--- config.mk ---
export PLATFORM = sky130hd
export DESIGN_NAME = sub_serial_4bit_flat
export DESIGN_NICKNAME = d
export VERILOG_FILES = /design/src/rtl/sub_serial_4bit_pkg.sv /design/src/rtl/sub_serial_4bit_if.sv /design/src/rtl/full_adder.sv /design/src/rtl/sub_serial_4bit.sv /design/src/flat_wrapper.sv
export SDC_FILE = /design/constraint.sdc
export NUM_CORES = 1
export LEC_CHECK = 0
export CORE_MARGIN = 8
export CORE_UTILIZATION = 50
export CTS_CLUSTER_SIZE = 20
export DETAILED_ROUTE_END_ITERATION = 8
export PLACE_DENSITY_LB_ADDON = 0.25
export SKIP_LAST_GASP = 1
export SLEW_MARGIN = 20
export SYNTH_ARGS = -nofsm -noshare
export SYNTH_HDL_FRONTEND = slang
export SYNTH_SLANG_ARGS = --single-unit
--- constraint.sdc ---
create_clock -name Clk -period 1.5 [get_ports Clk]
set_input_delay 0.225 -clock Clk [delete_from_list [all_inputs] [get_ports Clk]]
set_output_delay 0.225 -clock Clk [all_outputs]
set_load 0.02 [all_outputs]
--- src/rtl/sub_serial_4bit_pkg.sv ---
// Shared definitions for the sequential arithmetic blocks (Rechenwerk).
// State encodings are fixed so later serial units can reuse them.
package sub_serial_4bit_pkg;

  typedef enum logic [1:0] {
    IDLE = 2'd0,
    RUN  = 2'd1,
    DONE = 2'd2
  } rw_state_t;

endpackage

--- src/rtl/sub_serial_4bit_if.sv ---
// Request/result bundle for the bit-serial subtractor.
interface sub_serial_4bit_if #(
  parameter int unsigned N = 4
);
  logic         Start;
  logic [N-1:0] A;
  logic [N-1:0] B;
  logic         Busy;
  logic         Done;
  logic [N-1:0] Diff;
  logic         Bout;

  modport master (output Start, A, B, input Busy, Done, Diff, Bout);
  modport slave  (input Start, A, B, output Busy, Done, Diff, Bout);
endinterface

--- src/rtl/full_adder.sv ---
// One-bit full adder slice.
module full_adder (
  input  logic A,
  input  logic B,
  input  logic Cin,
  output logic Sum,
  output logic Cout
);
  assign Sum  = A ^ B ^ Cin;
  assign Cout = (A & B) | (A & Cin) | (B & Cin);
endmodule

--- src/rtl/sub_serial_4bit.sv ---
// Bit-serial subtractor: A - B computed LSB first as A + ~B + 1,
// one full-adder slice per clock; result registered on entry to DONE.
module sub_serial_4bit
  import sub_serial_4bit_pkg::*;
#(
  parameter int unsigned N = 4
) (
  input  logic             Clk,
  input  logic             Reset,
  sub_serial_4bit_if.slave bus
);

  localparam int unsigned CW = (N > 2) ? $clog2(N) : 1;

  rw_state_t     state;
  logic [N-1:0]  a_sr;
  logic [N-1:0]  b_sr;
  logic [N-1:0]  diff_sr;
  logic [N-1:0]  diff_q;
  logic [CW-1:0] cnt;
  logic          carry;
  logic          busy_q;
  logic          done_q;
  logic          bout_q;
  logic          sum;
  logic          cout;

  full_adder u_fa (
    .A   (a_sr[0]),
    .B   (~b_sr[0]),
    .Cin (carry),
    .Sum (sum),
    .Cout(cout)
  );

  always_ff @(posedge Clk or posedge Reset) begin
    if (Reset) begin
      state   <= IDLE;
      a_sr    <= '0;
      b_sr    <= '0;
      diff_sr <= '0;
      diff_q  <= '0;
      cnt     <= '0;
      carry   <= 1'b0;
      busy_q  <= 1'b0;
      done_q  <= 1'b0;
      bout_q  <= 1'b0;
    end else begin
      case (state)
        IDLE: begin
          done_q <= 1'b0;
          if (bus.Start) begin
            a_sr   <= bus.A;
            b_sr   <= bus.B;
            carry  <= 1'b1;
            cnt    <= '0;
            busy_q <= 1'b1;
            state  <= RUN;
          end
        end
        RUN: begin
          a_sr    <= a_sr >> 1;
          b_sr    <= b_sr >> 1;
          diff_sr <= {sum, diff_sr[N-1:1]};
          carry   <= cout;
          cnt     <= cnt + 1'b1;
          if (cnt == CW'(N - 1)) begin
            // Final slice: publish the completed word and borrow together.
            diff_q <= {sum, diff_sr[N-1:1]};
            bout_q <= ~cout;
            busy_q <= 1'b0;
            done_q <= 1'b1;
            state  <= DONE;
          end
        end
        DONE: begin
          done_q <= 1'b0;
          state  <= IDLE;
        end
        default: begin
          busy_q <= 1'b0;
          done_q <= 1'b0;
          state  <= IDLE;
        end
      endcase
    end
  end

  assign bus.Busy = busy_q;
  assign bus.Done = done_q;
  assign bus.Diff = diff_q;
  assign bus.Bout = bout_q;

endmodule

--- src/flat_wrapper.sv ---
// flat-port wrapper written by rule: the top's interface ports become plain ports
module sub_serial_4bit_flat import sub_serial_4bit_pkg::*;
#(
  parameter int unsigned N = 4
)
  (Clk, Reset, bus_Start, bus_A, bus_B, bus_Busy, bus_Done, bus_Diff, bus_Bout);
  sub_serial_4bit_if #(.N(N)) bus_i ();
  input  logic Clk;
  input  logic Reset;
  input wire logic [$bits(bus_i.Start)-1:0] bus_Start;
  input wire logic [$bits(bus_i.A)-1:0] bus_A;
  input wire logic [$bits(bus_i.B)-1:0] bus_B;
  output wire logic [$bits(bus_i.Busy)-1:0] bus_Busy;
  output wire logic [$bits(bus_i.Done)-1:0] bus_Done;
  output wire logic [$bits(bus_i.Diff)-1:0] bus_Diff;
  output wire logic [$bits(bus_i.Bout)-1:0] bus_Bout;
  assign bus_i.Start = bus_Start;
  assign bus_i.A = bus_A;
  assign bus_i.B = bus_B;
  assign bus_Busy = bus_i.Busy;
  assign bus_Done = bus_i.Done;
  assign bus_Diff = bus_i.Diff;
  assign bus_Bout = bus_i.Bout;
  sub_serial_4bit #(.N(N)) u_core (.Clk(Clk), .Reset(Reset), .bus(bus_i));
endmodule
==> results of run 1 <==
[state kept, by name, summed over array words and instances, names as in the netlist]
signal	count
u_core.cnt	2
u_core.bus.Bout	1
u_core.bus.Done	1
u_core.bus.Diff	4
u_core.bus.Busy	1
u_core.diff_sr	3
u_core.b_sr	4
u_core.carry	1
u_core.state	2
u_core.a_sr	4
[worst max-delay path, stage by stage, from the launching register on]
cell	delay [ps]
dfrtp_1	580
nand2b_1	310
mux2_4	370
[per-stage QoR]
| step | std cells | cell area [µm²] | util |
|---|---|---|---|
| after global placement | 131 | 1240 | 0.645 |
| after floorplan | 84 | 1000 | - |
| after global routing | 135 | 1260 | 0.654 |
| final | 135 | 1260 | 0.654 |
| after detailed placement | 131 | 1240 | 0.645 |
| after CTS | 135 | 1260 | 0.654 |
[synth_stat cells]
| cell | instances |
|---|---|
| o21bai_1 | 1 |
| o22ai_1 | 1 |
| nand2b_1 | 1 |
| o21ai_0 | 3 |
| nor2_2 | 1 |
| mux2_4 | 3 |
| buf_4 | 1 |
| buf_2 | 3 |
| ha_1 | 1 |
| o22a_1 | 1 |
| a2bb2oi_1 | 1 |
| nor4b_1 | 1 |
| nor3b_1 | 1 |
| nand3b_1 | 1 |
| a22o_1 | 2 |
| dfrtp_1 | 23 |
| nand2_1 | 3 |
| fa_1 | 1 |
| o21a_1 | 4 |
| a21oi_1 | 1 |
| inv_1 | 10 |
| nand3b_2 | 1 |
| o221a_2 | 1 |
| a221oi_1 | 1 |
| nor2_1 | 9 |
| mux2_2 | 4 |
| a32oi_1 | 4 |
[cells by family after synthesis]
logic type,Yosys count
AO/OA/AOI/OAI,20
buffers and inverters,14
flip-flops,23
adder cells (fa/ha/maj),2
multiplexers,7
AND/OR/NAND/NOR,18
[layer usage]
metal | up-vias | global-route usage | share of wire
met5 | - | 0 | 0
met3 | 5 | 0.0339 | 0.046
met2 | 18 | 0.190 | 0.48
met1 | 331 | 0.134 | 0.44
met4 | 0 | 0.0797 | 0.028
li1 | 340 | - | -
[power breakdown]
part           total [µW]  internal [µW]  switching, µW
Combinational        1240            665            574
Sequential           1110            917            196
Clock                 281           99.9            181
Total                2630           1680            951
[area by class of cell]
type / count / area share
multi-input combinational: 47 / 0.294
timing repair buffer: 24 / 0.170
sequential: 23 / 0.458
inverter: 10 / 0.0299
clock inverter: 1 / 0.00398
tap: 27 / 0.0269
clock buffer: 3 / 0.0179
[final timing paths]
kind | slack, ps | cells past startpoint | to | startpoint
setup / recovery | 140 | 2 | u_core.diff_sr[3] | u_core.state[0]
hold / removal | 250 | 3 | u_core.diff_sr[2] | Reset
setup reg to reg | 140 | 2 | u_core.diff_sr[3] | u_core.state[0]
hold reg to reg | 490 | 2 | u_core.bus.Bout | u_core.bus.Bout
max in group asynchronous | 1020 | 3 | u_core.state[0] | Reset
min in group Clk | 490 | 2 | u_core.bus.Bout | u_core.bus.Bout
[timing repair]
action,CTS,global route
resized for setup,7,0
setup endpoints to repair,7,0
hold buffers,0,0
==> impl_metrics.env, run 1 <==
export IMPL_outcome="finished clean"
export IMPL_rows=16
export IMPL_dp_worst_setup_slack_ps=87.0
export IMPL_dieArea_mm2=0.00370
export IMPL_die_x_um=60.8
export IMPL_cts_buffer_depth=2
export IMPL_cp_required_ps=1710
export IMPL_synth_top_family_by_area="compound AO/OA/AOI/OAI gates"
export IMPL_track_usage=0.119
export IMPL_setup_viol=0
export IMPL_ys_seq_area_frac=0.573
export IMPL_synth_avg_cell_area_um2=12.0
export IMPL_cts_buffers=3
export IMPL_max_freq_mhz=736
export IMPL_yosysUniqueCellTypes=27
export IMPL_peakVddDrop_mv=1.19
export IMPL_critPathLaunchType="flop"
export IMPL_antenna_found_initial=0
export IMPL_cap_violations=0
export IMPL_cts_num_sinks=23
export IMPL_cp_arrival_ps=1570
export IMPL_vias=694
export IMPL_rsz0062_at_grt="false"
export IMPL_path_class="reg -> reg"
export IMPL_layout_commonest_cell="dfrtp_1"
export IMPL_fin_ws_ps=141
export IMPL_syn_to_final_growth_pct=25.2
export IMPL_grt_pass1_wl_um=3170
export IMPL_n_fill_cell=173
export IMPL_drive_gt1_frac=0.194
export IMPL_wl_per_cell_um=13.2
export IMPL_synth_cells=84
export IMPL_die_h_um=60.8
export IMPL_hold_viol_final=0
export IMPL_mostFrequentLayoutCells="dfrtp_1 (23), inv_1 (10), clkdlybuf4s50_1 (10), nor2_1 (9)"
export IMPL_tightest_slew_ps=381
export IMPL_regArea_um2=576
export IMPL_end_kind="flop"
export IMPL_nNetsFinal=122
export IMPL_whs_ps=247
export IMPL_synth_compound_area_share=0.153
export IMPL_wirelength_um=1780
export IMPL_drv_slew=0
export IMPL_clk_pin_slew_ps=120
export IMPL_synth_top_area_share=0.573
export IMPL_first_pass_iters=4
export IMPL_maxSlewHeadroom=0.746
export IMPL_clock_latency_ps=310
export IMPL_gp_congestion=0.749
export IMPL_power_density_mw_per_mm2=2090
export IMPL_overflow=0
export IMPL_cts_tree="done"
export IMPL_grt_start_max_net_pins=24
export IMPL_finalCritPeriodShare=0.906
export IMPL_core_area_mm2=0.00192
export IMPL_synthSimpleGateAreaFrac=0.0922
export IMPL_synth_xor_area_share=0
export IMPL_cp_max_fo=12
export IMPL_grt_pass1_vias=733
export IMPL_ys_ff_latch=23
export IMPL_cts_max_level=1
export IMPL_cts_root_buf="clkbuf_4"
export IMPL_cts_setup_buffers=0
export IMPL_synth_largest_area_cell="dfrtp_1"
export IMPL_drc=0
export IMPL_synth_fa_ha_area_frac=0.0324
export IMPL_antenna_left=0
export IMPL_hp_class="in -> async"
export IMPL_dp_hpwl_um=1350
export IMPL_muxShareOfSynthArea=0.0897
export IMPL_leakagePower_uw=0.000600
export IMPL_drt_iter0_markers=11
export IMPL_vias_per_cell=5.14
export IMPL_final_setup_tns_ps=0
export IMPL_yosys_warnings=0
export IMPL_multi_input_area_um2=369
export IMPL_min_period_ps=1360
export IMPL_synth_area_mm2=0.00100
export IMPL_syn_num_nets=97
export IMPL_initial_core_util=0.523
export IMPL_skew_ps=6.07
export IMPL_ios=18
export IMPL_p_total_uw=2630
export IMPL_port_buffers=17
export IMPL_antenna_cells=0
export IMPL_yosys_top_cells_area="dfrtp_1 (57%), mux2_2 (4.5%), mux2_4 (4.5%), inv_1 (3.7%), a32oi_1 (3.5%)"
No activity file was read; power rests on OpenSTA's default activity.
==> run 2, diff against run 1 <==
- CORE_UTILIZATION: 50 -> 45
==> run 2 against run 1 <==
  * Largest cell class unchanged
  * Clock-buffer cell count grew 1
  * Sequential power hardly changed
  * Register-to-register slack better by 20 ps
  * Largest power group unchanged
  * Setup slack improved by 18 ps
  * Global-route usage down 2.1 points
  * Sequential cell count is the same
  * Clock power about the same
==> impl_metrics.env, run 2 (synthesis results as in run 1) <==
export IMPL_drt_iter0_markers=13
export IMPL_antenna_cells=0
export IMPL_cp_arrival_ps=1540
export IMPL_rr_startpoint="u_core.cnt[0]"
export IMPL_hp_class="in -> async"
export IMPL_grt_start_max_net_pins=24
export IMPL_cts_buffer_depth=2
export IMPL_rsz0062_at_grt="false"
export IMPL_min_period_ps=1340
export IMPL_dp_hpwl_um=1390
export IMPL_clk_pin_slew_ps=120
export IMPL_port_buffers=17
export IMPL_cts_hold_buf=0
export IMPL_maxSlewHeadroom=0.743
export IMPL_cap_violations=0
export IMPL_cts_tree="done"
export IMPL_wirelength_um=1800
export IMPL_cts_buffers=3
export IMPL_end_kind="flop"
export IMPL_clock_latency_ps=300
export IMPL_cts_max_level=1
export IMPL_max_freq_mhz=745
export IMPL_rr_worst_depth=3
export IMPL_dp_worst_setup_slack_ps=88.5
export IMPL_first_pass_iters=4
export IMPL_tightest_slew_ps=385
export IMPL_gp_congestion=0.762
export IMPL_path_class="reg -> reg"
export IMPL_cp_max_fo=7
export IMPL_drive_gt1_frac=0.185
export IMPL_final_setup_tns_ps=0
export IMPL_mostFrequentLayoutCells="dfrtp_1 (23), inv_1 (10), clkdlybuf4s50_1 (10), nor2_1 (9), buf_4 (7)"
export IMPL_die_x_um=63.3
export IMPL_layout_commonest_cell="dfrtp_1"
export IMPL_cts_num_sinks=23
export IMPL_reg2reg_setup_slack_ps=160
export IMPL_critPathLaunchType="flop"
export IMPL_crit_end="u_core.bus.Diff[0]"
export IMPL_wl_per_cell_um=13.2
export IMPL_nNetsFinal=122
export IMPL_grt_pass1_vias=745
export IMPL_initial_core_util=0.463
export IMPL_hold_viol_final=0
export IMPL_setup_viol=0
export IMPL_outcome="finished clean"
export IMPL_cts_setup_buffers=0
export IMPL_leakagePower_uw=0.000615
export IMPL_power_density_mw_per_mm2=2080
export IMPL_drc=0
export IMPL_track_usage=0.0972
export IMPL_peakVddDrop_mv=0.986
export IMPL_ios=18
export IMPL_antenna_found_initial=0
export IMPL_vias_per_cell=5.22
export IMPL_cts_root_buf="clkbuf_4"
export IMPL_dieArea_mm2=0.00400
export IMPL_die_h_um=63.3
export IMPL_core_area_mm2=0.00217
export IMPL_grt_pass1_wl_um=3220
export IMPL_vias=710
export IMPL_drv_slew=0
export IMPL_rows=17
export IMPL_finalCritPeriodShare=0.895
export IMPL_overflow=0
export IMPL_startpoint="u_core.cnt[0]"
export IMPL_fin_ws_ps=158
export IMPL_cp_required_ps=1700
export IMPL_antenna_left=0
export IMPL_timing_rr_end="u_core.bus.Diff[0]"
export IMPL_skew_ps=4.34
export IMPL_syn_to_final_growth_pct=25.9
[run 2: critical path, cell delays in order, from the launching register on]
cell	delay, ps
dfrtp_1	420
ha_1	270
nand3b_2	200
mux2_2	350
[run 2: per-layer routing]
layer  global-route usage  vias up  part of all wire  wire, µm
met2                0.172       18              0.48       863
met3               0.0300        4             0.042        75
met1                0.108      348              0.46       828
met5                    0        -                 0         0
li1                     -      340                 -         -
met4               0.0334        0             0.016        29
[run 2: stage by stage]
step | area (µm²) | instances | power (µW) | hold WS [ps] | util
after floorplan | 1000 | 84 | 2010 | 227 | -
after global placement | 1240 | 132 | 2410 | 467 | 0.572
after detailed placement | 1240 | 132 | 2450 | 481 | 0.572
after CTS | 1260 | 136 | 2680 | 252 | 0.581
after global routing | 1260 | 136 | 2870 | 257 | 0.583
final | 1260 | 136 | 2640 | 248 | 0.583
[run 2: where the power goes]
part	switching, µW	internal (µW)
combinational	589	666
sequential	188	917
clock	174	104
[run 2: cell type report]
class	count	area, µm²
fill	208	905
sequential	23	576
tap	28	35.0
timing repair buffer	24	221
clock buffer	4	26.3
multi-input combinational	47	369
inverter	10	37.5
[run 2: worst min path at each step]
stage,end,slack [ps],cells after the start
floorplan,u_core.a_sr[0],230,1
global placement,u_core.bus.Bout,470,2
detailed placement,u_core.b_sr[2],480,1
CTS,u_core.bus.Diff[1],250,3
global route,u_core.diff_sr[2],260,3
finish,u_core.diff_sr[2],250,3
[run 2: what timing repair did]
item	4_1_cts	5_1_grt
resized for setup	5	2
endpoints found under the setup margin	5	2
pin swaps	0	0
==> run 3, diff against run 2 <==
- SETUP_SLACK_MARGIN: not set -> 0.1
==> run 3 against run 2 <==
  * Final cell count unchanged
  * Sequential share of layout area increased by 0.27 points
  * Global-route usage unchanged
  * Sequential cell count unchanged
  * Clock-buffer cell count unchanged
  * Hold slack unchanged
  * Combinational power about the same
  * Design area decreased by 0.59%
  * First-iteration DRC count decreased by 15%
  * Setup slack unchanged
  * Critical path type unchanged
  * Largest power group unchanged
  * Highest routed layer unchanged
==> impl_metrics.env, run 3 (synthesis results as in run 1) <==
export IMPL_core_area_mm2=0.00217
export IMPL_whs_ps=248
export IMPL_mostFrequentLayoutCells="dfrtp_1 (23), inv_1 (10), clkdlybuf4s50_1 (10), nor2_1 (9)"
export IMPL_maxSlewHeadroom=0.743
export IMPL_skew_ps=4.34
export IMPL_cts_num_sinks=23
export IMPL_p_sw_frac=0.362
export IMPL_path_cells="ha_1 -> nand3b_2 -> mux2_2"
export IMPL_hold_viol_final=0
export IMPL_layout_commonest_cell="dfrtp_1"
export IMPL_path_class="reg -> reg"
export IMPL_drc=0
export IMPL_vias_per_cell=5.22
export IMPL_final_instance_count_excl_fill=136
export IMPL_rows=17
export IMPL_outcome="finished clean"
export IMPL_dp_hpwl_um=1390
export IMPL_cts_buffers=3
export IMPL_regArea_um2=576
export IMPL_cp_required_ps=1700
export IMPL_power_frac_comb=0.473
export IMPL_slowest_delay_ps=420
export IMPL_grt_start_max_net_pins=24
export IMPL_dp_cells=132
export IMPL_clkPwrFrac=0.106
export IMPL_cts_buffer_depth=2
export IMPL_max_freq_mhz=745
export IMPL_peakVddDrop_mv=0.986
export IMPL_syn_to_final_growth_pct=25.2
export IMPL_p_sw_uw=950
export IMPL_cp_num_buf_inv=0
export IMPL_grt_pass1_vias=745
export IMPL_rsz0062_at_grt="true"
export IMPL_final_setup_tns_ps=0
export IMPL_tightest_slew_ps=385
export IMPL_n_fill_cell=208
export IMPL_min_period_ps=1340
export IMPL_dieArea_mm2=0.00400
export IMPL_internal_power_uw=1670
export IMPL_wirelength_um=1790
export IMPL_grt_pass1_wl_um=3220
export IMPL_critPathLaunchType="flop"
export IMPL_leakagePower_uw=0.000598
export IMPL_drt_iter0_markers=11
export IMPL_drv_slew=0
export IMPL_power_density_mw_per_mm2=2090
export IMPL_nNetsFinal=122
export IMPL_drive_gt1_frac=0.185
export IMPL_die_x_um=63.3
export IMPL_cts_max_level=1
export IMPL_cts_resized=7
export IMPL_cts_setup_buffers=0
export IMPL_cts_hold_buf=0
export IMPL_initial_core_util=0.463
export IMPL_rr_worst_depth=3
export IMPL_die_h_um=63.3
export IMPL_first_pass_iters=4
export IMPL_cap_violations=0
export IMPL_ios=18
export IMPL_antenna_found_initial=0
export IMPL_startpoint="u_core.cnt[0]"
export IMPL_vias=710
export IMPL_timing_rr_end="u_core.bus.Diff[0]"
export IMPL_multi_input_area_um2=369
export IMPL_gp_congestion=0.762
export IMPL_antenna_left=0
export IMPL_finalCritPeriodShare=0.895
export IMPL_cp_top_family="flip-flops"
export IMPL_cts_root_buf="clkbuf_4"
export IMPL_hp_class="in -> async"
export IMPL_rr_startpoint="u_core.cnt[0]"
export IMPL_cp_max_fo=7
export IMPL_wl_per_cell_um=13.2
export IMPL_port_buffers=17
export IMPL_cp_arrival_ps=1540
export IMPL_cts_tree="done"
export IMPL_pwr_share_seq=0.421
export IMPL_end_kind="flop"
export IMPL_overflow=0
export IMPL_clock_latency_ps=300
export IMPL_crit_path_top_delay_cell="dfrtp_1"
export IMPL_clk_pin_slew_ps=120
export IMPL_setup_viol=0
export IMPL_reg2reg_setup_slack_ps=160
export IMPL_track_usage=0.0972
export IMPL_antenna_cells=0
[run 3: cell type report]
cell class,count,area share
sequential,23,0.458
timing repair buffer,24,0.170
tap,28,0.0279
inverter,10,0.0299
multi-input combinational,47,0.294
clock buffer,4,0.0209
[run 3: power groups by stage]
stage	combinational, µW	clock (µW)	sequential (µW)
final	1240	278	1100
after global routing	1390	320	1150
after CTS	1270	288	1110
after detailed placement	1330	0	1120
after global placement	1290	0	1110
after floorplan	827	0	1180
[run 3: metrics by stage]
stage                     area, µm²  setup slack [ps]  utilization  power, µW
after detailed placement       1240              88.5        0.572       2450
after CTS                      1260               142        0.580       2660
final                          1260               158        0.580       2620
after floorplan                1000               253            -       2010
after global placement         1240               147        0.572       2410
after global routing           1260              85.0        0.580       2860
[run 3: worst reg2reg max path: stages (launching register included)]
cell      delay (ps)
dfrtp_1          420
ha_1             270
nand3b_2         200
mux2_2           350
[run 3: worst max path at each step]
stage                         end  slack [ps]  depth (start not counted)
2_1_floorplan   u_core.diff_sr[3]         250                          2
6_report       u_core.bus.Diff[0]         160                          3
5_1_grt        u_core.bus.Diff[1]          80                          3
3_5_place_dp       u_core.b_sr[3]          90                          4
4_1_cts        u_core.bus.Diff[2]         140                          3
3_3_place_gp       u_core.b_sr[0]         150                          4
[run 3: layer usage]
metal,routed length (µm),vias to the layer above,part of all wire,GRT usage
met1,816,348,0.46,0.108
met5,0,-,0,0
met2,861,18,0.48,0.172
met4,29,0,0.016,0.0334
met3,85,4,0.047,0.0300
li1,-,340,-,-
